`src/rtl/fht_pkg.sv`:
```
// fht_pkg
// Shared constants, state encoding and helpers for the FHT address and
// sequencing controller.
//   A_BIT     : bank address width (bank holds 2^A_BIT points)
//   BANK_SIZE : points per bank
//   STAGES    : number of transform stages (log2 of the total point count)
//   PIPE      : read-to-write latency of the butterfly datapath, in cycles
//   bitrev()  : reverses the low w bits of a value (stage-0 read ordering)
package fht_pkg;

    localparam int A_BIT     = 8;
    localparam int BANK_SIZE = 1 << A_BIT;
    localparam int STAGES    = A_BIT + 2;
    localparam int PIPE      = 4;

    typedef enum logic {
        ST_IDLE = 1'b0,
        ST_RUN  = 1'b1
    } fht_state_t;

    // Reverse bit order of the low w bits of v; bits at and above w come out 0.
    function automatic logic [31:0] bitrev(input logic [31:0] v, input int w);
        logic [31:0] r;
        r = '0;
        for (int i = 0; i < 32; i++) begin
            if (i < w) begin
                r[w - 1 - i] = v[i];
            end
        end
        return r;
    endfunction

endpackage

```
`src/rtl/fht_delay_line.sv`:
```
// fht_delay_line
// Fixed-depth shift register that carries the registered read addresses and
// their per-bank-set valid bits forward to the write side of the datapath.
//   clk  : clock
//   srst : synchronous active-high reset, clears every stage
//   din  : word entering the line
//   dout : din as it was DEPTH cycles earlier
module fht_delay_line #(
    parameter int W     = 8,
    parameter int DEPTH = 4
) (
    input  logic         clk,
    input  logic         srst,
    input  logic [W-1:0] din,
    output logic [W-1:0] dout
);

    logic [DEPTH-1:0][W-1:0] pipe_reg;

    always_ff @(posedge clk) begin
        if (srst) begin
            pipe_reg <= '0;
        end else begin
            pipe_reg[0] <= din;
            for (int i = 1; i < DEPTH; i++) begin
                pipe_reg[i] <= pipe_reg[i-1];
            end
        end
    end

    assign dout = pipe_reg[DEPTH-1];

endmodule

```
`src/rtl/fht_ctrl.sv`:
```
// fht_ctrl
// Address and sequencing controller for a ping-pong, four-bank fast Hartley
// transform. A start pulse runs STAGES stages of BANK_SIZE+PIPE cycles each.
//   iCLK, iRESET            : clock, synchronous active-high reset
//   iSTART                  : start request, honoured only while idle
//   oADDR_RD_0..3           : per-bank read addresses
//   oADDR_WR_0..3           : per-bank write addresses (reads delayed PIPE)
//   oADDR_COEF              : twiddle ROM address
//   oWE_A, oWE_B            : write enables for bank set A / B
//   oSOURCE_DATA            : datapath reads set B when 1, set A when 0
//   oSOURCE_CONT            : transform owns RAM control while running
//   oST_ZERO, oST_LAST      : first / last stage flags
//   o2ND_PART_SUBSEC        : read index lies in the upper half of its sub-sector
//   oSECTOR                 : sub-sector index of the read index
//   oRDY                    : idle / done
// Every output is a register updated the cycle after the counter value it
// describes.
module fht_ctrl #(
    parameter int A_BIT  = fht_pkg::A_BIT,
    parameter int STAGES = A_BIT + 2,
    parameter int PIPE   = fht_pkg::PIPE,
    parameter int S_BIT  = $clog2(STAGES)
) (
    input  logic             iCLK,
    input  logic             iRESET,
    input  logic             iSTART,
    output logic [A_BIT-1:0] oADDR_RD_0,
    output logic [A_BIT-1:0] oADDR_RD_1,
    output logic [A_BIT-1:0] oADDR_RD_2,
    output logic [A_BIT-1:0] oADDR_RD_3,
    output logic [A_BIT-1:0] oADDR_WR_0,
    output logic [A_BIT-1:0] oADDR_WR_1,
    output logic [A_BIT-1:0] oADDR_WR_2,
    output logic [A_BIT-1:0] oADDR_WR_3,
    output logic [A_BIT-1:0] oADDR_COEF,
    output logic             oWE_A,
    output logic             oWE_B,
    output logic             oSOURCE_DATA,
    output logic             oSOURCE_CONT,
    output logic             oST_ZERO,
    output logic             oST_LAST,
    output logic             o2ND_PART_SUBSEC,
    output logic [A_BIT-1:0] oSECTOR,
    output logic             oRDY
);

    import fht_pkg::*;

    localparam int BANK_LEN  = 1 << A_BIT;
    localparam int STAGE_LEN = BANK_LEN + PIPE;
    localparam int T_BIT     = $clog2(STAGE_LEN);
    localparam int DL_W      = 4 * A_BIT + 2;

    localparam logic [T_BIT-1:0] T_LAST     = T_BIT'(STAGE_LEN - 1);
    localparam logic [T_BIT-1:0] T_BANK     = T_BIT'(BANK_LEN);
    localparam logic [S_BIT-1:0] STAGE_LAST = S_BIT'(STAGES - 1);

    // ---------------- state and counters ----------------
    fht_state_t       state_reg, state_next;
    logic [S_BIT-1:0] stage_reg, stage_next;
    logic [T_BIT-1:0] time_reg,  time_next;

    always_ff @(posedge iCLK) begin
        if (iRESET) begin
            state_reg <= ST_IDLE;
            stage_reg <= '0;
            time_reg  <= '0;
        end else begin
            state_reg <= state_next;
            stage_reg <= stage_next;
            time_reg  <= time_next;
        end
    end

    always_comb begin
        state_next = state_reg;
        stage_next = stage_reg;
        time_next  = time_reg;
        case (state_reg)
            ST_IDLE: begin
                if (iSTART) begin
                    state_next = ST_RUN;
                    stage_next = '0;
                    time_next  = '0;
                end
            end
            ST_RUN: begin
                if (time_reg == T_LAST) begin
                    time_next = '0;
                    if (stage_reg == STAGE_LAST) begin
                        // Counters return to 0 so the idle flags match reset.
                        state_next = ST_IDLE;
                        stage_next = '0;
                    end else begin
                        stage_next = stage_reg + S_BIT'(1);
                    end
                end else begin
                    time_next = time_reg + T_BIT'(1);
                end
            end
            default: state_next = ST_IDLE;
        endcase
    end

    // ---------------- output decode ----------------
    logic             run, rd_phase;
    logic [A_BIT-1:0] t, neg_t, mask, partner, br, sub_bits;
    logic [31:0]      sh, br_full;

    logic [A_BIT-1:0] rd_next [4];
    logic [A_BIT-1:0] coef_next, sector_next;
    logic             sub_next, va_next, vb_next;
    logic             rdy_next, src_data_next, src_cont_next, st_zero_next, st_last_next;

    always_comb begin
        run      = (state_reg == ST_RUN);
        rd_phase = run && (time_reg < T_BANK);
        t        = time_reg[A_BIT-1:0];
        // Butterfly span grows with the stage and saturates at the bank width.
        sh       = (32'(stage_reg) > 32'(A_BIT)) ? 32'(A_BIT) : 32'(stage_reg);
        mask     = A_BIT'((32'd1 << sh) - 32'd1);
        neg_t    = '0 - t;
        // Reflected partner: keep the sector bits, negate the in-sector offset.
        partner  = (t & ~mask) | (neg_t & mask);
        br_full  = bitrev(32'(t), A_BIT);
        br       = br_full[A_BIT-1:0];
        sub_bits = t >> (sh - 32'd1);

        for (int k = 0; k < 4; k++) begin
            rd_next[k] = '0;
        end
        coef_next     = '0;
        sector_next   = '0;
        sub_next      = 1'b0;
        va_next       = 1'b0;
        vb_next       = 1'b0;
        rdy_next      = !run;
        src_data_next = run && stage_reg[0];
        src_cont_next = run;
        st_zero_next  = (stage_reg == '0);
        st_last_next  = run && (stage_reg == STAGE_LAST);

        if (rd_phase) begin
            // Even stages read set A and write set B; odd stages the reverse.
            va_next = stage_reg[0];
            vb_next = !stage_reg[0];
            if (stage_reg == '0) begin
                for (int k = 0; k < 4; k++) begin
                    rd_next[k] = br;
                end
                sector_next = t;
            end else begin
                rd_next[0]  = t;
                rd_next[1]  = t;
                rd_next[2]  = partner;
                rd_next[3]  = partner;
                coef_next   = A_BIT'(32'(t & mask) << (32'(A_BIT) - sh));
                sector_next = t >> sh;
                sub_next    = (32'(stage_reg) <= 32'(A_BIT)) ? sub_bits[0] : 1'b0;
            end
        end
    end

    // ---------------- output registers ----------------
    logic [A_BIT-1:0] rd_reg [4];
    logic [A_BIT-1:0] coef_reg, sector_reg;
    logic             sub_reg, va_reg, vb_reg;
    logic             rdy_reg, src_data_reg, src_cont_reg, st_zero_reg, st_last_reg;

    always_ff @(posedge iCLK) begin
        if (iRESET) begin
            for (int k = 0; k < 4; k++) begin
                rd_reg[k] <= '0;
            end
            coef_reg     <= '0;
            sector_reg   <= '0;
            sub_reg      <= 1'b0;
            va_reg       <= 1'b0;
            vb_reg       <= 1'b0;
            rdy_reg      <= 1'b1;
            src_data_reg <= 1'b0;
            src_cont_reg <= 1'b0;
            st_zero_reg  <= 1'b1;
            st_last_reg  <= 1'b0;
        end else begin
            for (int k = 0; k < 4; k++) begin
                rd_reg[k] <= rd_next[k];
            end
            coef_reg     <= coef_next;
            sector_reg   <= sector_next;
            sub_reg      <= sub_next;
            va_reg       <= va_next;
            vb_reg       <= vb_next;
            rdy_reg      <= rdy_next;
            src_data_reg <= src_data_next;
            src_cont_reg <= src_cont_next;
            st_zero_reg  <= st_zero_next;
            st_last_reg  <= st_last_next;
        end
    end

    // ---------------- write side ----------------
    // The read-side valid bits travel with the addresses, so a write enable
    // can only appear PIPE cycles after a genuine read of the same stage.
    logic [DL_W-1:0] dl_in, dl_out;

    assign dl_in = {va_reg, vb_reg, rd_reg[3], rd_reg[2], rd_reg[1], rd_reg[0]};

    fht_delay_line #(
        .W     (DL_W),
        .DEPTH (PIPE)
    ) u_delay (
        .clk  (iCLK),
        .srst (iRESET),
        .din  (dl_in),
        .dout (dl_out)
    );

    assign oWE_A      = dl_out[DL_W-1];
    assign oWE_B      = dl_out[DL_W-2];
    assign oADDR_WR_3 = dl_out[4*A_BIT-1 -: A_BIT];
    assign oADDR_WR_2 = dl_out[3*A_BIT-1 -: A_BIT];
    assign oADDR_WR_1 = dl_out[2*A_BIT-1 -: A_BIT];
    assign oADDR_WR_0 = dl_out[A_BIT-1 -: A_BIT];

    assign oADDR_RD_0       = rd_reg[0];
    assign oADDR_RD_1       = rd_reg[1];
    assign oADDR_RD_2       = rd_reg[2];
    assign oADDR_RD_3       = rd_reg[3];
    assign oADDR_COEF       = coef_reg;
    assign oSECTOR          = sector_reg;
    assign o2ND_PART_SUBSEC = sub_reg;
    assign oSOURCE_DATA     = src_data_reg;
    assign oSOURCE_CONT     = src_cont_reg;
    assign oST_ZERO         = st_zero_reg;
    assign oST_LAST         = st_last_reg;
    assign oRDY             = rdy_reg;

endmodule

```
`config.mk`:
```
export PLATFORM = sky130hd
export DESIGN_NAME = fht_ctrl
export DESIGN_NICKNAME = d
export VERILOG_FILES = /design/src/rtl/fht_pkg.sv /design/src/rtl/fht_delay_line.sv /design/src/rtl/fht_ctrl.sv
export SDC_FILE = /design/constraint.sdc
export NUM_CORES = 1
export LEC_CHECK = 0
export CORE_MARGIN = 5
export CORE_UTILIZATION = 35
export DETAILED_ROUTE_END_ITERATION = 6
export GPL_ROUTABILITY_DRIVEN = 0
export PLACE_DENSITY = 0.68
export SYNTH_ARGS = -nofsm -noshare
export SYNTH_HDL_FRONTEND = slang
export SYNTH_SLANG_ARGS = --single-unit
export TNS_END_PERCENT = 5
```
`constraint.sdc`:
```
create_clock -name iCLK -period 4.85 [get_ports iCLK]
set_input_delay 0.97 -clock iCLK [delete_from_list [all_inputs] [get_ports iCLK]]
set_output_delay 0.97 -clock iCLK [all_outputs]
set_load 0.1 [all_outputs]
```
==> run_results.csv <==
group,metric,value,unit
place,dp.final_hpwl,7159,um
grt,antenna_found_initial,0,
cells_and_area,fill_cells,1351,
clock_network,cts_resized,0,
place,detailedPlace.worstSlack,1.529,ns
synth,async_reset_ff_share,0,%
route,via_per_inst,4.881,
power_and_ir_drop,vdd_drop_max,0.0002042,V
grt,grt_max_degree,83,
sta,slew_viol_final,0,
grt,grt_pass1_vias,3437,
cells_and_area,diodes,0,
cells_and_area,syn_to_final_growth,23.83,%
place,place_inst,732,
sta,worst_slew_pin_slew,0.9821,ns
place,dpl_cell_area,5677,um^2
setup_path,r2r_cells,10,
setup_path,end_kind,"flip-flop",
synth,synth.ff_latch_count,121,
place,port_buffers,90,
clock_network,cts.hold.buffers_added,0,
die,fp.dieH,130.6,um
die,ios,91,
route,drc,0,
route,antenna_left,0,
synth,yosysTopAreaCellShare,47.56,%
setup_path,crit_fanout,26,
setup_path,critPathKind,"flip-flop to flip-flop",
synth,synth_fp_nets,555,
clock_network,clkLatencyLatePin,0.41,ns
synth,synth.avg_cell_area,9.312,um^2
synth,synth_edf_count,0,
synth,mappedNetlistArea,5094,um^2
grt,grt_pass1_wl,16760,um
sta,finalHoldViolCount,0,
sta,period_share,71.56,%
sta,rsz0062_at_grt,"false",
clock_network,ctsHtreeMaxLevel,4,
clock_network,path_clk_slew,0.06,ns
route,firstDrtPassIters,5,
cells_and_area,multiInputGateArea,2083,um^2
cells_and_area,drive_gt1_share,8.966,%
clock_network,postCtsSetupBuffers,0,
cells_and_area,largest_reg_flops,51,
sta,holdWs,0.4313,ns
sta,fmax,288.1,MHz
sta,tns,0,ns
cells_and_area,fin_area,6307,um^2
route,drtIter0Drc,489,
route,routed_wl,10770,um
grt,grt_overflow_total,0,
synth,netlist_instances,547,
sta,fin_ws,1.379,ns
setup_path,arrival,3.78,ns
cells_and_area,final_cells,764,
cells_and_area,register_area,2422,um^2
setup_path,cp-start-kind,"flip-flop",
min_path,min_path_cells,1,
synth,synth_flop_cell,"dfxtp_1",
sta,setup_viol,0,
setup_path,required,5.16,ns
grt,grt_usage,12.51,%
synth,ys_warn_count,0,
synth,yosysTopAreaCell,"dfxtp_1",
clock_network,cts.sinks,121,
run_status,status,"completed",
synth,synth_area_leaders,"dfxtp_1 (48%), nor2b_1 (9.7%), buf_4 (7.8%)",
die,die_width,130.6,um
clock_network,numCtsBuffers,17,
synth,synth.distinct_cells,62,
sta,slew_headroom,34.32,%
route,wl_per_cell,14.09,um
min_path,hold_path_class,"flip-flop to flip-flop",
clock_network,cts_tree,"yes",
power_and_ir_drop,power_density,377.6,nW/um^2
clock_network,clk_path_buf_depth,2,
die,initial_core_util,35.31,%
sta,period_minus_slack,3.471,ns
power_and_ir_drop,p_leak,2.280,nW
die,die_area,17070,um^2
die,rows,44,
cells_and_area,nNetsFinal,575,
die,core-area,14420,um^2
sta,skew,0.009496,ns
run,drv_cap,0,
clock_network,root_buffer,"clkbuf_16",
route,vias,3729,
synth,ys_seq_area_share,47.56,%
-- final timing paths --
kind | startpoint | to | slack, ns
worst min-delay path | u_delay.pipe_reg[11] | u_delay.pipe_reg[45] | 0.43
worst min register to register | u_delay.pipe_reg[11] | u_delay.pipe_reg[45] | 0.43
worst max-delay path | stage_reg[2] | oADDR_COEF[7] | 1.38
worst max register to register | stage_reg[2] | oADDR_COEF[7] | 1.38
-- power breakdown --
part | internal (W) | switching, W
sequential | 0.000999 | 0.00000691
clock | 0.000850 | 0.000467
combinational | 0.0000147 | 0.0000441
total | 0.00186 | 0.000518
-- cell usage after synthesis, drive strengths merged (2+ instances only) --
cell type,count
dfxtp,121
nor2b,79
buf,68
nor2,36
nand2,32
a21oi,29
clkbuf,24
o21ai,22
mux2i,15
nor3,14
nand2b,11
nand3,9
a211oi,6
and3,6
inv,6
ha,5
mux2,4
o31ai,4
or4,4
a311oi,3
a31oi,3
a32oi,3
and2,3
nand3b,3
nor4,3
or3,3
a2111oi,2
a21o,2
a22oi,2
a41oi,2
nand4,2
o211a,2
o41ai,2
xor2,2
-- cell families after synthesis --
group / count (synthesis) / share of synthesized area [%]
buf+inv: 98 / 11.54
xor+xnor: 3 / 0.5159
flops: 121 / 47.56
mux: 19 / 3.832
fa+ha+maj: 5 / 1.228
compound gates: 91 / 11.96
simple gates: 210 / 23.36
-- critical path: stages (launching register included) --
cell and delay (ns):
dfxtp_1 0.90, nor2b_1 0.43, inv_1 0.11, ha_1 0.27, nand2b_1 0.11, ha_1 0.31, nand2b_1 0.11, mux2i_1 0.13
o21ai_0 0.46, a41oi_1 0.22, a221oi_1 0.30
-- layer usage --
layer	track usage (%)	vias up	part of all wire, %
met5	0	-	0
met1	15.14	1714	41
met4	6.050	0	1.3
li1	-	1840	-
met3	4.187	14	8.3
met2	20.02	161	49
-- cell type report --
| cell class | count | area share (%) |
|---|---|---|
| sequential | 121 | 38.41 |
| multi-input combinational | 328 | 33.03 |
| clock buffer | 19 | 7.181 |
| clock inverter | 13 | 2.817 |
| inverter | 6 | 0.3571 |
| tap | 184 | 3.650 |
| timing repair buffer | 93 | 14.56 |
-- layout by cell type (no fill, tap or decap), types with 2 or more instances in the layout --
cell,instances
nand2b_1,11
o211a_1,2
and2_1,3
dfxtp_1,121
inv_1,5
a31oi_1,3
clkbuf_8,2
o21ai_0,20
a21oi_1,29
bufinv_16,3
nor2_1,35
a41oi_1,2
nand2_1,32
clkdlybuf4s50_1,89
ha_1,5
nand4_1,2
a311oi_1,3
or4_1,3
clkinv_4,2
nand3_1,8
nand3b_1,3
o31ai_1,4
or3_1,3
nor4_1,2
nor2b_1,79
a32oi_1,3
and3_1,6
clkbuf_16,17
a21o_1,2
mux2_2,4
xor2_1,2
buf_4,3
nor3_1,13
mux2i_1,15
inv_6,8
a211oi_1,6
a22oi_1,2
-- through the flow --
| stage | power, W | utilization [%] |
|---|---|---|
| floorplan | 0.001073 | - |
| global placement | 0.001085 | 39.36 |
| detailed placement | 0.001086 | 39.36 |
| CTS | 0.002412 | 43.73 |
| global route | 0.002465 | 43.73 |
| finish | 0.002382 | 43.73 |
No activity file was read; power rests on OpenSTA's default activity.
